==> src/rtl/serial_adder_ctrl_if.sv <==
// Start/done handshake and operand/result bundle for serial_adder_ctrl.
// The overflow signal exists only when SERIAL_ADDER_OVERFLOW_EN is defined.
interface serial_adder_ctrl_if #(
   parameter int unsigned WIDTH = 8
);
   logic             start;
   logic [WIDTH-1:0] a;
   logic [WIDTH-1:0] b;
   logic             c_in;
   logic             busy;
   logic             done;
   logic [WIDTH-1:0] sum;
   logic             c_out;
`ifdef SERIAL_ADDER_OVERFLOW_EN
   logic             overflow;
`endif

   modport master (
      output start, a, b, c_in,
`ifdef SERIAL_ADDER_OVERFLOW_EN
      input  overflow,
`endif
      input  busy, done, sum, c_out
   );

   modport slave (
      input  start, a, b, c_in,
`ifdef SERIAL_ADDER_OVERFLOW_EN
      output overflow,
`endif
      output busy, done, sum, c_out
   );
endinterface

==> src/rtl/serial_adder_ctrl.sv <==
// Bit-serial adder: one full-adder bit per cycle, WIDTH-bit result with start/done handshake.
// Optional signed-overflow output is enabled by defining SERIAL_ADDER_OVERFLOW_EN.
module serial_adder_ctrl #(
   parameter int unsigned WIDTH = 8
) (
   input  logic                clk,
   input  logic                rst_n,
   serial_adder_ctrl_if.slave  bus
);
   localparam int unsigned CntW = (WIDTH > 1) ? $clog2(WIDTH) : 1;

   typedef enum logic [1:0] {StIdle, StRun, StDone} state_e;

   state_e           state_q;
   logic [WIDTH-1:0] a_sr_q;
   logic [WIDTH-1:0] b_sr_q;
   // Holds the WIDTH-1 most recent sum bits; the current FA bit completes the word.
   logic [WIDTH-2:0] s_sr_q;
   logic             carry_q;
   logic [CntW-1:0]  cnt_q;

   logic             fa_sum;
   logic             fa_cout;
   logic             last_bit;
   logic [WIDTH-1:0] s_next;

   // Single-bit full-adder cell fed from the operand LSBs and the carry flop.
   always_comb begin
      fa_sum   = a_sr_q[0] ^ b_sr_q[0] ^ carry_q;
      fa_cout  = (a_sr_q[0] & b_sr_q[0]) | (carry_q & (a_sr_q[0] ^ b_sr_q[0]));
      s_next   = {fa_sum, s_sr_q};
      last_bit = (cnt_q == CntW'(WIDTH - 1));
   end

   always_ff @(posedge clk or negedge rst_n) begin
      if (!rst_n) begin
         state_q      <= StIdle;
         a_sr_q       <= '0;
         b_sr_q       <= '0;
         s_sr_q       <= '0;
         carry_q      <= 1'b0;
         cnt_q        <= '0;
         bus.busy     <= 1'b0;
         bus.done     <= 1'b0;
         bus.sum      <= '0;
         bus.c_out    <= 1'b0;
`ifdef SERIAL_ADDER_OVERFLOW_EN
         bus.overflow <= 1'b0;
`endif
      end else begin
         bus.done <= 1'b0;
         case (state_q)
            StIdle, StDone: begin
               if (bus.start) begin
                  a_sr_q   <= bus.a;
                  b_sr_q   <= bus.b;
                  carry_q  <= bus.c_in;
                  cnt_q    <= '0;
                  state_q  <= StRun;
                  bus.busy <= 1'b1;
               end else begin
                  state_q  <= StIdle;
                  bus.busy <= 1'b0;
               end
            end
            StRun: begin
               a_sr_q  <= a_sr_q >> 1;
               b_sr_q  <= b_sr_q >> 1;
               s_sr_q  <= s_next[WIDTH-1:1];
               carry_q <= fa_cout;
               cnt_q   <= cnt_q + 1'b1;
               if (last_bit) begin
                  bus.sum      <= s_next;
                  bus.c_out    <= fa_cout;
`ifdef SERIAL_ADDER_OVERFLOW_EN
                  bus.overflow <= carry_q ^ fa_cout;
`endif
                  state_q      <= StDone;
                  bus.busy     <= 1'b0;
                  bus.done     <= 1'b1;
               end
            end
            default: begin
               state_q  <= StIdle;
               bus.busy <= 1'b0;
            end
         endcase
      end
   end
endmodule

==> src/flat_wrapper.sv <==
// flat-port wrapper written by rule: the top's interface ports become plain ports
module serial_adder_ctrl_flat 
#(
   parameter int unsigned WIDTH = 8
)
  (clk, rst_n, bus_start, bus_a, bus_b, bus_c_in, bus_busy, bus_done, bus_sum, bus_c_out);
  serial_adder_ctrl_if #(.WIDTH(WIDTH)) bus_i ();
  input  logic clk;
  input  logic rst_n;
  input wire logic [$bits(bus_i.start)-1:0] bus_start;
  input wire logic [$bits(bus_i.a)-1:0] bus_a;
  input wire logic [$bits(bus_i.b)-1:0] bus_b;
  input wire logic [$bits(bus_i.c_in)-1:0] bus_c_in;
  output wire logic [$bits(bus_i.busy)-1:0] bus_busy;
  output wire logic [$bits(bus_i.done)-1:0] bus_done;
  output wire logic [$bits(bus_i.sum)-1:0] bus_sum;
  output wire logic [$bits(bus_i.c_out)-1:0] bus_c_out;
  assign bus_i.start = bus_start;
  assign bus_i.a = bus_a;
  assign bus_i.b = bus_b;
  assign bus_i.c_in = bus_c_in;
  assign bus_busy = bus_i.busy;
  assign bus_done = bus_i.done;
  assign bus_sum = bus_i.sum;
  assign bus_c_out = bus_i.c_out;
  serial_adder_ctrl #(.WIDTH(WIDTH)) u_core (.clk(clk), .rst_n(rst_n), .bus(bus_i));
endmodule
==> config.mk <==
export PLATFORM = sky130hd
export DESIGN_NAME = serial_adder_ctrl_flat
export DESIGN_NICKNAME = d
export VERILOG_FILES = /design/src/rtl/serial_adder_ctrl_if.sv /design/src/rtl/serial_adder_ctrl.sv /design/src/flat_wrapper.sv
export SDC_FILE = /design/constraint.sdc
export NUM_CORES = 1
export LEC_CHECK = 0
export BUFFER_PORTS_ARGS = -buffer_cell sky130_fd_sc_hd__buf_2
export CORE_ASPECT_RATIO = 1.25
export CORE_MARGIN = 4
export CORE_UTILIZATION = 35
export DETAILED_ROUTE_END_ITERATION = 8
export SLEW_MARGIN = 0
export SYNTH_ARGS = -nofsm -noshare
export SYNTH_HDL_FRONTEND = slang
export SYNTH_SLANG_ARGS = --single-unit
==> constraint.sdc <==
create_clock -name clk -period 1.95 [get_ports clk]
set_clock_uncertainty 0.1 [all_clocks]
set_input_delay 0.39 -clock clk [delete_from_list [all_inputs] [get_ports clk]]
set_output_delay 0.39 -clock clk [all_outputs]
set_load 0.01 [all_outputs]
==> results.py <==
metrics = {
    "detailed_routing": {
        "first_iter_violations": 63,
        "final_antenna_net_count": 0,
        "vias_per_cell": 4.90,
        "drc": 0,
        "routed_wl_um": 3470,
        "firstDrtPassIters": 5,
        "wl_per_cell_um": 14.1,
        "via_count": 1210,
    },
    "synthesis": {
        "ys_async_sr_fraction_pct": 100,
        "ys_top_cells_by_count": "40 x dfrtp_1, 23 x nand2_1, 12 x nor2_1, 11 x nor3_1, 11 x o22ai_1",
        "syn-num-nets": 178,
        "synth-seq-area-share_pct": 56.3,
        "synth-seq-cells": 40,
        "synth_cell_types": 27,
        "synth_edf_count": 0,
        "synth.area.top_cells": "dfrtp_1 56%, mux2_4 7.6%, nand2_1 4.9%",
        "syn-cell-area_um2": 1780,
        "syn_inst": 155,
        "yosysMostFrequentCell": "dfrtp_1",
        "yosys.area.top_type": "dfrtp_1",
        "synth_area_per_cell_um2": 11.5,
        "yosysWarnings": 0,
        "yosysTopAreaCellShare_pct": 56.3,
        "synth_flop_cell": "dfrtp_1",
    },
    "place": {
        "place_area_um2": 1970,
        "dp_hpwl_um": 2380,
        "port_buffers": 30,
        "pre_cts_slack_ns": 0.357,
        "gp_congestion": 0.706,
        "dp.cells": 240,
    },
    "sta": {
        "fin_ws_ns": 0.358,
        "max_freq_mhz": 628,
        "setup_viol": 0,
        "period_share_pct": 81.6,
        "rsz0062_at_grt": "false",
        "hold_viol_final": 0,
        "layout_min_cycle_time_ns": 1.59,
        "setup_tns_ns": 0,
        "slew_viol_final": 0,
        "tightest_slew_ns": 0.520,
        "relSlewSlack_pct": 65.3,
    },
    "clocking": {
        "cts.reportedPaths.clkPinSlew_ns": 0.08,
        "cts_tree": "yes",
        "cts_max_level": 2,
        "post_cts_resized": 0,
        "cts_sinks": 40,
        "clock_path_buffers": 2,
        "hold_buffers": 0,
        "cts_setup_buffers": 0,
        "clock_latency_ns": 0.29,
        "tritoncts.num_buffers": 5,
        "cts_root_buffer": "clkbuf_8",
    },
    "final_layout": {
        "fillers": 489,
        "area_growth_pct": 16.3,
        "diodes": 0,
        "fin_util_pct": 42.8,
        "final_nets": 210,
        "multi_input_area_um2": 691,
        "drive_gt1_share_pct": 30.5,
        "final_cells": 247,
        "seqCellArea_um2": 1000,
        "postLayoutCellArea_um2": 2070,
    },
    "global_route": {
        "antenna_found_initial": 0,
        "grt.total_usage_pct": 12.0,
        "grt_pass1_vias": 1236,
        "grt_max_degree": 41,
        "overflow": 0,
        "grt_first_pass_wirelength_um": 5820,
    },
    "power": {
        "switching_share_pct": 34.8,
        "vdd_drop_max_v": 0.000593,
        "share_comb_of_total_power_pct": 38.1,
        "p_int_uw": 2200,
        "p_per_area_nw_per_um2": 1630,
        "total_leakage_power_uw": 0.00100,
        "p_switching_uw": 1170,
        "p_clk_share_pct": 17.7,
        "seqPwrFrac_pct": 44.2,
    },
    "critical_path": {
        "r2r-end": "u_core.bus.sum[6]",
        "crit_end": "u_core.bus.sum[6]",
        "reg2reg_from": "u_core.cnt_q[0]",
        "rrSetupSlack_ns": 0.36,
        "endpoint_kind": "flip-flop",
        "cp_data_arrival_time_ns": 1.67,
        "worstSetupStartpointType": "flip-flop",
        "worstPathRequired_ns": 2.03,
        "crit_type": "flip-flop to flip-flop",
        "critPathLaunch": "u_core.cnt_q[0]",
        "rr_worst_depth": 5,
        "worst-path-max-fanout": 6,
    },
    "job": {
        "drv_cap": 0,
    },
    "die": {
        "die_w_um": 71.8,
        "dieArea_um2": 6290,
        "core_um2": 4830,
        "rows": 28,
        "num_io_pins": 31,
        "initial_core_util_pct": 36.8,
        "die_h_um": 87.7,
    },
    "worst_hold_path": {
        "worstHoldPathType": "input port to asynchronous set/reset pin",
    },
    "outcome": {
        "status": "finished, final reports clean",
    },
}
-- worst max-delay path, cell delays in order, from the launching register on --
cell and delay (ns):
dfrtp_1 0.42, ha_1 0.21, ha_1 0.23, nand2_4 0.16, inv_6 0.07, mux2_4 0.29
-- state kept, by name, summed over array words and instances (netlist names) --
signal            cells
u_core.a_sr_q         8
u_core.b_sr_q         8
u_core.bus.busy       1
u_core.bus.c_out      1
u_core.bus.done       1
u_core.bus.sum        8
u_core.carry_q        1
u_core.cnt_q          3
u_core.s_sr_q         7
u_core.state_q        2
-- layout make-up --
| cell class | count | share of cell area, % |
|---|---|---|
| clock buffers | 7 | 4.66 |
| well taps | 60 | 3.63 |
| repair buffers | 35 | 9.08 |
| flip-flops and latches | 40 | 48.4 |
| multi-input cells | 102 | 33.4 |
| inverters | 3 | 0.787 |
-- metal layers --
layer	vias up	global-route usage [%]	part of all wire, %
li1	593	-	-
met1	578	15.5	48
met2	34	18.3	45
met3	5	4.36	6.1
met4	0	4.62	1.5
met5	-	0	0
-- placed cells by master (no fill, tap or decap) --
master	instances
buf_4	5
nand3_1	2
clkbuf_8	7
nor2b_4	1
mux2i_1	5
xnor2_1	1
ha_1	2
mux2_4	9
inv_1	2
nand2b_1	2
a22o_1	3
inv_6	1
nand2_4	1
buf_2	30
a31o_2	1
nand2_1	23
o21ai_0	2
a211oi_1	4
nor2_1	12
dfrtp_1	40
nor2b_1	5
fa_1	1
nor3_1	11
a21oi_1	4
mux2_2	2
o22ai_1	11
-- worst min-delay path by stage --
stage and to:
3_5_place_dp u_core.s_sr_q[0], 3_3_place_gp u_core.s_sr_q[0], 5_1_grt u_core.bus.sum[4], 6_report u_core.bus.sum[6], 4_1_cts u_core.bus.sum[7], 2_1_floorplan u_core.a_sr_q[0]
-- power by group through the flow --
stage               Sequential, µW  Combinational (µW)  Clock (µW)
floorplan                     1460                1020           0
global placement              1510                1270           0
detailed placement            1510                1310           0
CTS                           1500                1310         613
global route                  1540                1450         649
finish                        1490                1280         595
-- through the flow --
| stage | power [µW] | hold WS (ns) |
|---|---|---|
| floorplan | 2490 | -0.00559 |
| global placement | 2790 | 0.370 |
| detailed placement | 2820 | 0.374 |
| CTS | 3420 | 0.0692 |
| global route | 3650 | 0.0989 |
| finish | 3370 | 0.0556 |
-- logic make-up (layout without fill, tap and decap cells) --
family	Yosys count	count (layout)	share of synthesized area (%)
XOR/XNOR	1	1	0.493
multiplexers	16	16	11.7
AND/OR/NAND/NOR	57	57	14.9
AO/OA/AOI/OAI	25	25	9.22
adder cells (fa/ha/maj)	3	3	2.53
flip-flops	40	40	56.3
buffers and inverters	13	45	4.86
(Power assumes the default switching activity.)
